[src/rtl/calc_pkg.sv]
// Shared constants and FSM encoding for the calculator display path.
// Imported by bin_to_bcd_seq and bcd_add3_digit.
package calc_pkg;

  localparam int         BCD_DIGIT_W = 4;
  localparam logic [3:0] BCD_NINE    = 4'h9;

  typedef enum logic [1:0] {
    ST_IDLE  = 2'd0,
    ST_SHIFT = 2'd1,
    ST_DONE  = 2'd2
  } state_e;

  // Counter must reach BIN_W, hence the +1.
  function automatic int calc_iter_w(input int bin_w);
    return $clog2(bin_w + 1);
  endfunction

endpackage

[src/rtl/bcd_add3_digit.sv]
// One double-dabble correction cell: a digit >= 5 gets +3 before the shift.
// Ports: i_digit (4b BCD digit in), o_digit (4b corrected digit out).
module bcd_add3_digit
  import calc_pkg::*;
(
  input  logic [BCD_DIGIT_W-1:0] i_digit,
  output logic [BCD_DIGIT_W-1:0] o_digit
);

  always_comb begin
    o_digit = i_digit;
    if (i_digit >= 4'd5)
      o_digit = i_digit + 4'd3;
  end

endmodule

[src/rtl/bin_to_bcd_seq.sv]
// Sequential binary-to-BCD converter (shift-add-3), start/done handshake.
// Ports: clk, reset (async high), start, bin_in -> busy, done (1-cycle),
//   bcd_out {thousands..ones}, overflow (saturated to 9s), neg.
// Macro SIGNED_MODE_EN: bin_in is two's complement and neg reports sign;
//   undefined: bin_in unsigned and neg is constant 0.
module bin_to_bcd_seq
  import calc_pkg::*;
#(
  parameter int BIN_W  = 16,
  parameter int DIGITS = 4
) (
  input  logic                  clk,
  input  logic                  reset,
  input  logic                  start,
  input  logic [BIN_W-1:0]      bin_in,
  output logic                  busy,
  output logic                  done,
  output logic [4*DIGITS-1:0]   bcd_out,
  output logic                  overflow,
  output logic                  neg
);

  // One spare digit on top catches values beyond DIGITS digits.
  localparam int SCR_W  = (DIGITS + 1) * BCD_DIGIT_W;
  localparam int OUT_W  = DIGITS * BCD_DIGIT_W;
  localparam int ITER_W = calc_iter_w(BIN_W);

  state_e             r_state;
  state_e             w_state_nxt;
  logic [BIN_W-1:0]   r_shift;
  logic [SCR_W-1:0]   r_scr;
  logic [ITER_W-1:0]  r_iter;
  logic               r_sign;
  logic [OUT_W-1:0]   r_bcd;
  logic               r_ovf;
  logic               r_neg;

  logic [BIN_W-1:0]   w_mag;
  logic               w_sign;
  logic [SCR_W-1:0]   w_adj;
  logic [SCR_W-1:0]   w_scr_nxt;
  logic               w_last;
  logic               w_top_nz;

`ifdef SIGNED_MODE_EN
  // Most-negative value negates to itself, which read
  // unsigned is exactly its magnitude 2^(BIN_W-1).
  assign w_sign = bin_in[BIN_W-1];
  assign w_mag  = w_sign ? (-bin_in) : bin_in;
`else
  assign w_sign = 1'b0;
  assign w_mag  = bin_in;
`endif

  for (genvar g = 0; g < DIGITS + 1; g++) begin : g_add3
    bcd_add3_digit u_add3 (
      .i_digit (r_scr[g*BCD_DIGIT_W +: BCD_DIGIT_W]),
      .o_digit (w_adj[g*BCD_DIGIT_W +: BCD_DIGIT_W])
    );
  end

  assign w_scr_nxt = {w_adj[SCR_W-2:0], r_shift[BIN_W-1]};
  assign w_last    = (r_iter == ITER_W'(BIN_W - 1));
  assign w_top_nz  = |w_scr_nxt[SCR_W-1 -: BCD_DIGIT_W];

  always_ff @(posedge clk or posedge reset) begin
    if (reset)
      r_state <= ST_IDLE;
    else
      r_state <= w_state_nxt;
  end

  always_comb begin
    w_state_nxt = r_state;
    unique case (r_state)
      ST_IDLE:  if (start)  w_state_nxt = ST_SHIFT;
      ST_SHIFT: if (w_last) w_state_nxt = ST_DONE;
      ST_DONE:  w_state_nxt = ST_IDLE;
      default:  w_state_nxt = ST_IDLE;
    endcase
  end

  always_ff @(posedge clk or posedge reset) begin
    if (reset) begin
      r_shift <= '0;
      r_scr   <= '0;
      r_iter  <= '0;
      r_sign  <= 1'b0;
      r_bcd   <= '0;
      r_ovf   <= 1'b0;
      r_neg   <= 1'b0;
    end else begin
      unique case (r_state)
        ST_IDLE: begin
          if (start) begin
            r_shift <= w_mag;
            r_scr   <= '0;
            r_iter  <= '0;
            r_sign  <= w_sign;
          end
        end
        ST_SHIFT: begin
          r_scr   <= w_scr_nxt;
          r_shift <= r_shift << 1;
          r_iter  <= r_iter + ITER_W'(1);
          // Result lands with the final shift so it is
          // already valid in the cycle done is high.
          if (w_last) begin
            r_neg <= r_sign;
            if (w_top_nz) begin
              r_bcd <= {DIGITS{BCD_NINE}};
              r_ovf <= 1'b1;
            end else begin
              r_bcd <= w_scr_nxt[OUT_W-1:0];
              r_ovf <= 1'b0;
            end
          end
        end
        default: ;
      endcase
    end
  end

  assign busy     = (r_state != ST_IDLE);
  assign done     = (r_state == ST_DONE);
  assign bcd_out  = r_bcd;
  assign overflow = r_ovf;
`ifdef SIGNED_MODE_EN
  assign neg      = r_neg;
`else
  assign neg      = 1'b0;
`endif

endmodule

[config.mk]
export PLATFORM = sky130hd
export DESIGN_NAME = bin_to_bcd_seq
export DESIGN_NICKNAME = d
export VERILOG_FILES = /design/src/rtl/calc_pkg.sv /design/src/rtl/bcd_add3_digit.sv /design/src/rtl/bin_to_bcd_seq.sv
export SDC_FILE = /design/constraint.sdc
export NUM_CORES = 1
export LEC_CHECK = 0
export CAP_MARGIN = 20
export CORE_UTILIZATION = 35
export DETAILED_ROUTE_END_ITERATION = 7
export PLACE_DENSITY_LB_ADDON = 0.08
export SYNTH_ARGS = -nofsm -noshare
export SYNTH_HDL_FRONTEND = slang
export SYNTH_SLANG_ARGS = --single-unit
export TNS_END_PERCENT = 100
[constraint.sdc]
create_clock -name clk -period 3.18 [get_ports clk]
set_input_delay 0.477 -clock clk [delete_from_list [all_inputs] [get_ports clk]]
set_output_delay 0.477 -clock clk [all_outputs]
set_load 0.02 [all_outputs]
== Yosys cells after proc, flatten, opt, wreduce, memory -nomap -nowiden ==
Index checks and enable logic that the tools add are counted.
Storage, ports and cells
  register bits after elaboration: 60
  input port bits: 19
Operators by class
  $add $sub $neg: 6
  reductions and logical operators: 7
  magnitude comparators: 5
  equal/unequal tests: 5
  mux-type cells: 16
Operator list (count)
  $pmux W20 S2: 1
  $mux W16: 2
  $pmux W16 S2: 1
  $ge A4 B3 Y1 const B: 5
  $mux W20: 1
  $add A4 B2 Y4 const B: 4
  $mux W4: 4
  $pmux W5 S2: 1
  $reduce_and A2 Y1: 3
  $add A5 B1 Y5 const B: 1
  $eq A5 B4 Y1 const B: 1
  $mux W5: 1
  $mux W2: 2
  $ne A2 B2 Y1 const B: 2
  $pmux W2 S2: 1
  $reduce_bool A2 Y1: 2
  $reduce_or A4 Y1: 1
  $add A3 B2 Y3 const B: 1
  $mux W3: 1
  $eq A2 B1 Y1 const B: 1
  $eq A2 B2 Y1 const B: 1
  $logic_not A2 Y1: 1
  $mux W1: 1

== Depth between registers and ports, before layout ==
Gate-level depths: netlist (run 1).
  depth in word-level cells: 4
  depth in mapped cells: 9
  depth with buffers taken out: 7

== By module ==
From an unflattened synthesis (run 1), not the netlist that was laid out.
Second synthesis, totals
  cells, all modules: 292
  area total of the unflattened synthesis: 3032.9 sq um
Modules (own cells, without submodules)
  bin_to_bcd_seq: cells each 212, times used 1, area each 2526.2 sq um, sequential area each 1501.4 sq um
  bcd_add3_digit: cells each 16, times used 5, area each 101.3 sq um, sequential area each 0.0 sq um

== Worst setup path after synthesis (run 1) ==
Ideal clock, no wire load.
  path type: register -> register
  from: register r_scr[16]
  to: register r_bcd[10], in the netlist bcd_out[10]
  path slack: 1.463 ns
  library setup time: 0.122 ns
  stages on the path, launching flop included: 8
  data arrival time: 1.596 ns
  period minus slack after synthesis: 1.717 ns
  cell sequence: dfrtp_1 > inv_1 > ha_1 > and4_1 > o21bai_1 > a221oi_2 > buf_6 > a32o_1
Between the ends
  cells in the longest elaborated chain, start to end: 4
  elaborated cells on any way between the ends: 5
Ends and longest elaborated chain
  from (decl): RTL line bin_to_bcd_seq.sv:31  | logic [SCR_W-1:0] r_scr;
  from (signal assigned): RTL line bin_to_bcd_seq.sv:103  | r_scr <= w_scr_nxt;
  $ge A4 B3 Y1 / $add A3 B2 Y3 (equally long branches): RTL line bcd_add3_digit.sv:12, bcd_add3_digit.sv:13
  $mux W3 (*): RTL line bcd_add3_digit.sv:12  | if (i_digit >= 4'd5)
  $reduce_or A4 Y1 (*): RTL line bin_to_bcd_seq.sv:64  | assign w_top_nz = |w_scr_nxt[SCR_W-1 -: BCD_DIGIT_W];
  $mux W16 (*): RTL line bin_to_bcd_seq.sv:110  | if (w_top_nz) begin
  to (signal assigned): RTL line bin_to_bcd_seq.sv:111  | r_bcd <= {DIGITS{BCD_NINE}};
  to (signal assigned): RTL line bin_to_bcd_seq.sv:114  | r_bcd <= w_scr_nxt[OUT_W-1:0];
  to (decl): RTL line bin_to_bcd_seq.sv:34  | logic [OUT_W-1:0] r_bcd;
Every way passes the cells marked *; elsewhere a longest branch is shown, timed or not.
A chain may end at the register's enable or synchronous reset.

== Worst setup path after layout (run 1) ==
  from: register r_state[0]
  to: output busy
Between the ends
  cells in the longest elaborated chain, start to end: 1
Ends and longest elaborated chain
  from (decl): RTL line bin_to_bcd_seq.sv:28  | state_e r_state;
  from (signal assigned): RTL line bin_to_bcd_seq.sv:70  | r_state <= w_state_nxt;
  $reduce_bool A2 Y1: RTL line bin_to_bcd_seq.sv:124  | assign busy = (r_state != ST_IDLE);
  to (decl): RTL line bin_to_bcd_seq.sv:16  | output logic busy,
Every way passes these cells.

==> results of run 1 <==
[cell type report]
cell class              count  area (um2)
fillers                   834        4670
flip-flops and latches     60        1500
multi-input cells         217        1390
repair buffers             42         420
clock buffers              13         159
well taps                 105         131
inverters                  14        52.6
clock inverters             2        10.0
[path summary, 6_finish.rpt]
path	end	startpoint	cells after the start
setup / recovery	busy	r_state[0]	3
hold / removal	r_shift[8]	r_shift[8]	2
setup reg to reg	bcd_out[1]	r_scr[16]	6
hold reg to reg	r_shift[8]	r_shift[8]	2
max in group asynchronous	bcd_out[4]	reset	3
min in group asynchronous	r_shift[13]	reset	2
[cells in the mapped netlist (all sizes together) (6+ instances only)]
cell type | instances | share of area [%]
a21oi | 27 | 4.6
a22o | 12 | 3.4
a31oi | 9 | 1.8
a32o | 6 | 2.0
buf | 9 | 2.1
clkbuf | 10 | 1.2
dfrtp | 60 | 49
ha | 12 | 4.9
inv | 14 | 1.7
nand2 | 33 | 4.1
nand2b | 6 | 1.2
nor2 | 14 | 1.7
nor3 | 6 | 0.99
nor3b | 19 | 5.1
o21ai | 38 | 6.4
[logic make-up (layout without fill, tap and decap cells)]
| logic type | count (synthesis) | in the layout | share of synthesized area [%] |
|---|---|---|---|
| AO/OA/AOI/OAI | 99 | 99 | 20.5 |
| XOR/XNOR | 5 | 5 | 1.44 |
| adder cells (fa/ha/maj) | 12 | 12 | 4.93 |
| buffers and inverters | 33 | 71 | 5.09 |
| flip-flops | 60 | 60 | 49.3 |
| multiplexers | 5 | 5 | 1.64 |
| other | 1 | 1 | 0.123 |
| AND/OR/NAND/NOR | 95 | 95 | 17.0 |
[registers in the layout (all words and copies together), names as in the netlist]
register  count
overflow      1
bcd_out      16
r_scr        20
r_iter        5
r_state       2
r_shift      16
[critical path, delay by kind of cell, from the launching register on]
| family | cells | cell delay (ns) |
|---|---|---|
| AND/OR/NAND/NOR | 1 | 0.31 |
| flip-flops | 1 | 0.37 |
| buffers and inverters | 2 | 0.78 |
[where the power goes]
group	switching, mW	internal (mW)
clock network	0.286	0.319
logic	0.954	0.760
registers	0.263	1.08
total	1.50	2.16
[layer usage]
layer  routed length (um)  vias to the layer above  global-route usage (%)
met1                 3450                     1135                    23.3
met2                 3030                       54                    26.4
li1                     -                     1168                       -
met5                    0                        -                       0
met3                  319                        8                    5.42
met4                   94                        0                    5.05
[stage by stage]
| step | setup WS, ns | instance area [um2] |
|---|---|---|
| after floorplan | 1.22 | 3050 |
| after global placement | 1.04 | 3500 |
| after detailed placement | 0.975 | 3500 |
| after CTS | 0.887 | 3670 |
| after global routing | 0.784 | 3670 |
| final | 0.910 | 3670 |
==> impl_metrics.yaml, run 1 <==
run_status:
  status: "completed"
drt:
  vias: 2365
  dr.pass1.iters: 4
  drc: 0
  drtIter0Drc: 106
  ant_nets: 0
  wl_per_cell_um: 15.2
  viasPerCell: 5.22
  routed_wl_um: 6900
global_routing:
  grt_pass1_vias: 2412
  grt-ovfl-total: 0
  grt_pass1_wl_um: 11800
  grt_max_degree: 42
  antenna_found_initial: 0
  track_usage_pct: 17.2
clocking:
  cts_hold_buf: 0
  cts_tree: "done"
  clk_pin_slew_worst_paths_ns: 0.07
  cts_buffers: 9
  clock_latency_ns: 0.33
  htreeDepth: 3
  cts_resized: 0
  clk_path_buf_depth: 2
  cts_setup_buffers: 0
  clock_sinks: 60
  cts-root-buf: "clkbuf_8"
timing:
  maxSlewViolCount: 0
  holdWs_ns: 0.479
  setup_violations: 0
  final_hold_viol_count: 0
  clock_skew_ns: 0.00826
  fin_crit_sh_pct: 71.4
  max-slew-margin-rel_pct: 41.8
  period_needed_ns: 2.27
  worstMarginPinSlew_ns: 0.873
  clock.fmax_mhz: 440
  fin_setup_tns_ns: 0
  grt_setup_unrepaired: "no"
floorplanning:
  die_width_um: 95.3
  design.core.area_um2: 8340
  die_h_um: 95.3
  ios: 39
  dieArea_um2: 9080
  rows: 33
  start_util_pct: 36.5
layout:
  area_growth_pct: 20.4
  final_cells: 453
  fin_util_pct: 44.0
  layout_common_cells: "dfrtp_1, o21ai_0, clkdlybuf4s50_1"
  final_nets: 375
  final_common_cell: "dfrtp_1"
  insertedDiodeCount: 0
  drive_gt1_share_pct: 8.62
yosys:
  seq_area_frac_synth_pct: 49.3
  synth-edff-count: 0
  netlist_area_um2: 3050
  ys_warn_count: 0
  syn_nets: 341
  syn_inst: 310
  synth_top_flop_cell: "dfrtp_1"
  postSynthAreaPerCell_um2: 9.83
  synth_seq_cells: 60
  ys_types: 38
  async_reset_ff_share_pct: 100
worst_setup_path:
  slowest_delay_ns: 0.54
  startpoint_type: "flop"
  crit_type: "flop to primary output"
  crit_chain: "buf_4, or2_2, clkdlybuf4s50_1"
  crit_fanout: 37
  endpoint_kind: "primary output"
  crit_slowest_cell: "clkdlybuf4s50_1"
  worstPathArrival_ns: 1.79
  r2r_setup_slack_ns: 0.95
  critPathRequiredTime_ns: 2.70
placement:
  hpwlAfterDp_um: 4510
  gp_congestion: 0.766
  dp.cells: 438
  portBuffers: 37
power:
  ir_drop_mv: 0.380
  power_mw: 3.66
  power.density_nw_per_um2: 998
  p_leak_nw: 1.58
min_path:
  hold_path_class: "flop to flop"
job:
  max-cap-violations: 0
Note: power is estimated with default switching activity, not from simulation.
==> run 2, diff against run 1 <==
==> constraint.sdc (replaced) <==
create_clock -name clk -period 2.06 [get_ports clk]
set_input_delay 0.309 -clock clk [delete_from_list [all_inputs] [get_ports clk]]
set_output_delay 0.309 -clock clk [all_outputs]
set_load 0.02 [all_outputs]
==> run 2 against run 1 <==
Against the previous run:
- flip-flop and latch count did not move
- critical path depth is 1 lower
- worst hold slack worse by 0.15 ns
- utilization is 0.48 points higher
- sequential power is 56% higher
- first-iteration DRC count down 42%
- largest cell class unchanged
==> impl_metrics.yaml, run 2 (same netlist as run 1, synthesis figures left out) <==
run_status:
  status: "completed"
global_routing:
  grt_max_degree: 61
  grt_pass1_vias: 2315
  antenna_found_initial: 0
  track_usage_pct: 17.1
  grt_pass1_wl_um: 11600
  grt-ovfl-total: 0
timing:
  worstMarginPinSlew_ns: 0.579
  maxSlewViolCount: 0
  final_hold_viol_count: 0
  clock_skew_ns: 0.00492
  max-slew-margin-rel_pct: 61.4
  setup_violations: 0
  fin_crit_sh_pct: 93.4
  setup_ws_ns: 0.136
  period_needed_ns: 1.92
  clock.fmax_mhz: 520
  grt_setup_unrepaired: "no"
floorplanning:
  ios: 39
  rows: 33
  die_width_um: 95.3
  start_util_pct: 36.5
  design.core.area_um2: 8340
  die_h_um: 95.3
  dieArea_um2: 9080
placement:
  portBuffers: 37
  post_dp_cell_area_um2: 3530
  gp_congestion: 0.699
  dp.cells: 441
  hpwlAfterDp_um: 4390
  dp_slack_ns: -0.0252
clocking:
  htreeDepth: 3
  clock_latency_ns: 0.34
  cts_resized: 1
  cts_hold_buf: 0
  cts-root-buf: "clkbuf_8"
  cts_tree: "done"
  clock_sinks: 60
  cts_buffers: 9
  clk_path_buf_depth: 2
  clk_pin_slew_worst_paths_ns: 0.06
  cts_setup_buffers: 0
layout:
  largest_reg_flops: 20
  fin_area_um2: 3710
  area_growth_pct: 21.7
  final_common_cell: "dfrtp_1"
  layout_common_cells: "dfrtp_1, o21ai_0, clkdlybuf4s50_1"
  multi_input_area_um2: 1400
  top_register: "r_scr"
  insertedDiodeCount: 0
  regArea_um2: 1500
  final_cells: 456
  drive_gt1_share_pct: 9.97
  final_nets: 378
  n_fill_cell: 819
min_path:
  hold_path_class: "input pin to async pin"
worst_setup_path:
  crit_type: "flop to primary output"
  slowest_delay_ns: 0.54
  worstPathArrival_ns: 1.62
  critPathRequiredTime_ns: 1.75
  path_buf_inv: 1
  crit_slowest_cell: "clkdlybuf4s50_1"
  endpoint_kind: "primary output"
  crit_fanout: 5
  startpoint_type: "flop"
  cp_top_family: "buffers and inverters"
  crit_chain: "or2_2, clkdlybuf4s50_1"
drt:
  drtIter0Drc: 61
  wl_per_cell_um: 14.8
  vias: 2329
  dr.pass1.iters: 6
  ant_nets: 0
  drc: 0
  routed_wl_um: 6740
  viasPerCell: 5.11
job:
  max-cap-violations: 0
power:
  ir_drop_mv: 0.558
  power.density_nw_per_um2: 1540
  p_leak_nw: 1.60
## run 2: cell count changes in the layout (fill, tap and decap cells not counted), sizes merged
cell / before / now
buf: 5 / 8
## run 2: path summary, 6_finish.rpt
kind                             from  slack, ns  depth (start not counted)           to
hold / removal                  reset       0.33                          3  r_shift[12]
max in group asynchronous       reset       1.43                          3   bcd_out[9]
setup / recovery           r_state[1]       0.14                          2         busy
min in group clk           r_shift[8]       0.48                          2   r_shift[8]
setup reg to reg            r_scr[17]       0.15                          7   bcd_out[1]
hold reg to reg            r_shift[8]       0.48                          2   r_shift[8]
## run 2: final cells by class
type	instances	share of cell area, %
clock buffer	13	4.28
clock inverter	2	0.270
inverter	14	1.42
multi-input combinational	217	37.7
sequential	60	40.5
tap	105	3.54
timing repair buffer	45	12.3
## run 2: where the power goes
| part | switching, mW | internal [mW] |
|---|---|---|
| clock network | 0.438 | 0.492 |
| logic | 1.44 | 1.23 |
| registers | 0.420 | 1.67 |
| total | 2.30 | 3.39 |
## run 2: through the flow
step / power [mW] / util [%] / TNS [ns] / hold slack, ns
after floorplan: 3.97 / - / 0 / 0.450
after global placement: 4.76 / 42.4 / 0 / 0.466
after detailed placement: 4.81 / 42.4 / -0.114 / 0.471
after CTS: 5.78 / 44.4 / 0 / 0.362
after global routing: 6.24 / 44.5 / 0 / 0.377
final: 5.69 / 44.5 / 0 / 0.331
## run 2: routing by layer
layer | GRT usage, % | up-vias | wire [um]
li1 | - | 1180 | -
met1 | 24.2 | 1115 | 3550
met2 | 24.8 | 29 | 2920
met4 | 4.55 | 0 | 60
met3 | 5.66 | 5 | 209
met5 | 0 | - | 0
## run 2: worst register-to-register path, stage by stage (launching register included)
cell      delay, ns
dfrtp_1        0.41
inv_1          0.10
ha_1           0.32
and4_1         0.21
o21bai_1       0.22
a221oi_2       0.09
buf_4          0.20
a32o_1         0.25
==> run 3, diff against run 2 <==
==> constraint.sdc (replaced) <==
create_clock -name clk -period 2.3 [get_ports clk]
set_input_delay 0.345 -clock clk [delete_from_list [all_inputs] [get_ports clk]]
set_output_delay 0.345 -clock clk [all_outputs]
set_load 0.02 [all_outputs]
==> run 3 against run 2 <==
Against the previous run:
- sequential share of layout area down 0.28 points
- design area up 0.61%
- global-route usage is 0.84 points lower
- clock power shrank 6.3%
- clock skew is 0.0063 ns higher
- non-clock buffer count up 2
- via count up 1.8%
- sequential power fell by 11%
- utilization grew 0.27 points
- critical path type unchanged
==> impl_metrics.yaml, run 3 (same netlist as run 1, synthesis figures left out) <==
worst_setup_path:
  path_buf_inv: 2
  crit_chain: "buf_4, or2_2, clkdlybuf4s50_1"
  endpoint_kind: "primary output"
  crit_type: "flop to primary output"
  slowest_delay_ns: 0.54
  r2r-start: "r_scr[16]"
  worstRegToRegCells: 7
  cp_top_family: "buffers and inverters"
  worstPathArrival_ns: 1.78
  startpoint_type: "flop"
  worst-path-stages: 3
  crit_slowest_cell: "clkdlybuf4s50_1"
  critPathRequiredTime_ns: 1.96
  r2r_setup_slack_ns: 0.35
  crit_fanout: 9
  critical_path.reg2reg.endpoint: "bcd_out[1]"
power:
  ir_drop_mv: 0.521
  power.density_nw_per_um2: 1370
  p_leak_nw: 1.62
floorplanning:
  rows: 33
  ios: 39
  dieArea_um2: 9080
  die_h_um: 95.3
  design.core.area_um2: 8340
  start_util_pct: 36.5
  die_width_um: 95.3
drt:
  viasPerCell: 5.17
  wl_per_cell_um: 14.3
  wl_met2_um: 2870
  vias: 2371
  met3_wirelength_um: 179
  drc: 0
  dr.pass1.iters: 4
  top_layer: "met4"
  drtIter0Drc: 124
  met1_length_um: 3430
  ant_nets: 0
  routed_wl_um: 6570
placement:
  portBuffers: 37
  hpwlAfterDp_um: 4450
  gp_congestion: 0.736
  dp_slack_ns: 0.314
  dp.cells: 443
global_routing:
  track_usage_pct: 16.2
  grt_pass1_vias: 2237
  grt_pass1_wl_um: 11200
  antenna_found_initial: 0
  grt_max_degree: 61
  grt-ovfl-total: 0
layout:
  regArea_um2: 1500
  largest_reg_flops: 20
  top_register: "r_scr"
  n_fill_cell: 805
  final_common_cell: "dfrtp_1"
  area_growth_pct: 22.5
  layout_common_cells: "dfrtp_1, o21ai_0, clkdlybuf4s50_1"
  drive_gt1_share_pct: 9.89
  final_nets: 380
  fin_util_pct: 44.7
  multi_input_area_um2: 1390
  insertedDiodeCount: 0
  final_cells: 459
job:
  max-cap-violations: 0
clocking:
  clock_sinks: 60
  cts_resized: 0
  cts_hold_buf: 0
  cts-root-buf: "clkbuf_8"
  cts_setup_buffers: 0
  clk_path_buf_depth: 2
  cts_buffers: 9
  htreeDepth: 3
  cts_tree: "done"
  clk_pin_slew_worst_paths_ns: 0.07
  clock_latency_ns: 0.33
run_status:
  status: "completed"
timing:
  maxSlewViolCount: 0
  max-slew-margin-rel_pct: 46.5
  fin_setup_tns_ns: 0
  holdWs_ns: 0.387
  setup_ws_ns: 0.179
  worstMarginPinSlew_ns: 0.801
  setup_violations: 0
  clock.fmax_mhz: 471
  final_hold_viol_count: 0
  fin_crit_sh_pct: 92.2
  grt_setup_unrepaired: "no"
  period_needed_ns: 2.12
  clock_skew_ns: 0.0112
min_path:
  hold_path_class: "input pin to async pin"
## run 3: cell count changes in the layout (fill, tap and decap cells not counted), sizes merged
cell,change
clkbuf,+2
clkinv,-1
buf,+2
## run 3: per-stage QoR
stage / power, mW / instance area [um2]
6_report: 5.11 / 3730
5_1_grt: 5.58 / 3730
4_1_cts: 5.19 / 3730
3_5_place_dp: 4.30 / 3550
3_3_place_gp: 4.25 / 3550
2_1_floorplan: 3.55 / 3050
## run 3: routing by layer
layer / track usage, % / vias up
li1: - / 1183
met1: 22.3 / 1150
met2: 24.6 / 31
met3: 4.31 / 7
met4: 5.30 / 0
met5: 0 / -
## run 3: final cells by class
class / count / area share, %
Sequential cell: 60 / 40.2
Multi-Input combinational cell: 217 / 37.4
Timing Repair Buffer: 47 / 12.6
Clock buffer: 15 / 4.73
Tap cell: 105 / 3.52
Inverter: 14 / 1.41
Clock inverter: 1 / 0.134
## run 3: worst max-delay path by stage
| stage | start | end |
|---|---|---|
| 3_3_place_gp | start | r_scr[3] |
| 3_5_place_dp | start | r_scr[7] |
| 4_1_cts | r_state[0] | busy |
| 2_1_floorplan | reset | bcd_out[0] |
| 6_report | r_state[0] | busy |
| 5_1_grt | r_state[0] | busy |
## run 3: worst min-delay path, cell delays in order
cell and delay [ns]:
clkdlybuf4s50_1 0.41, inv_2 0.07, buf_12 0.29
## run 3: power breakdown
group,internal (mW),switching [mW]
Combinational,1.11,1.27
Clock,0.480,0.391
Sequential,1.49,0.373
Total,3.08,2.03
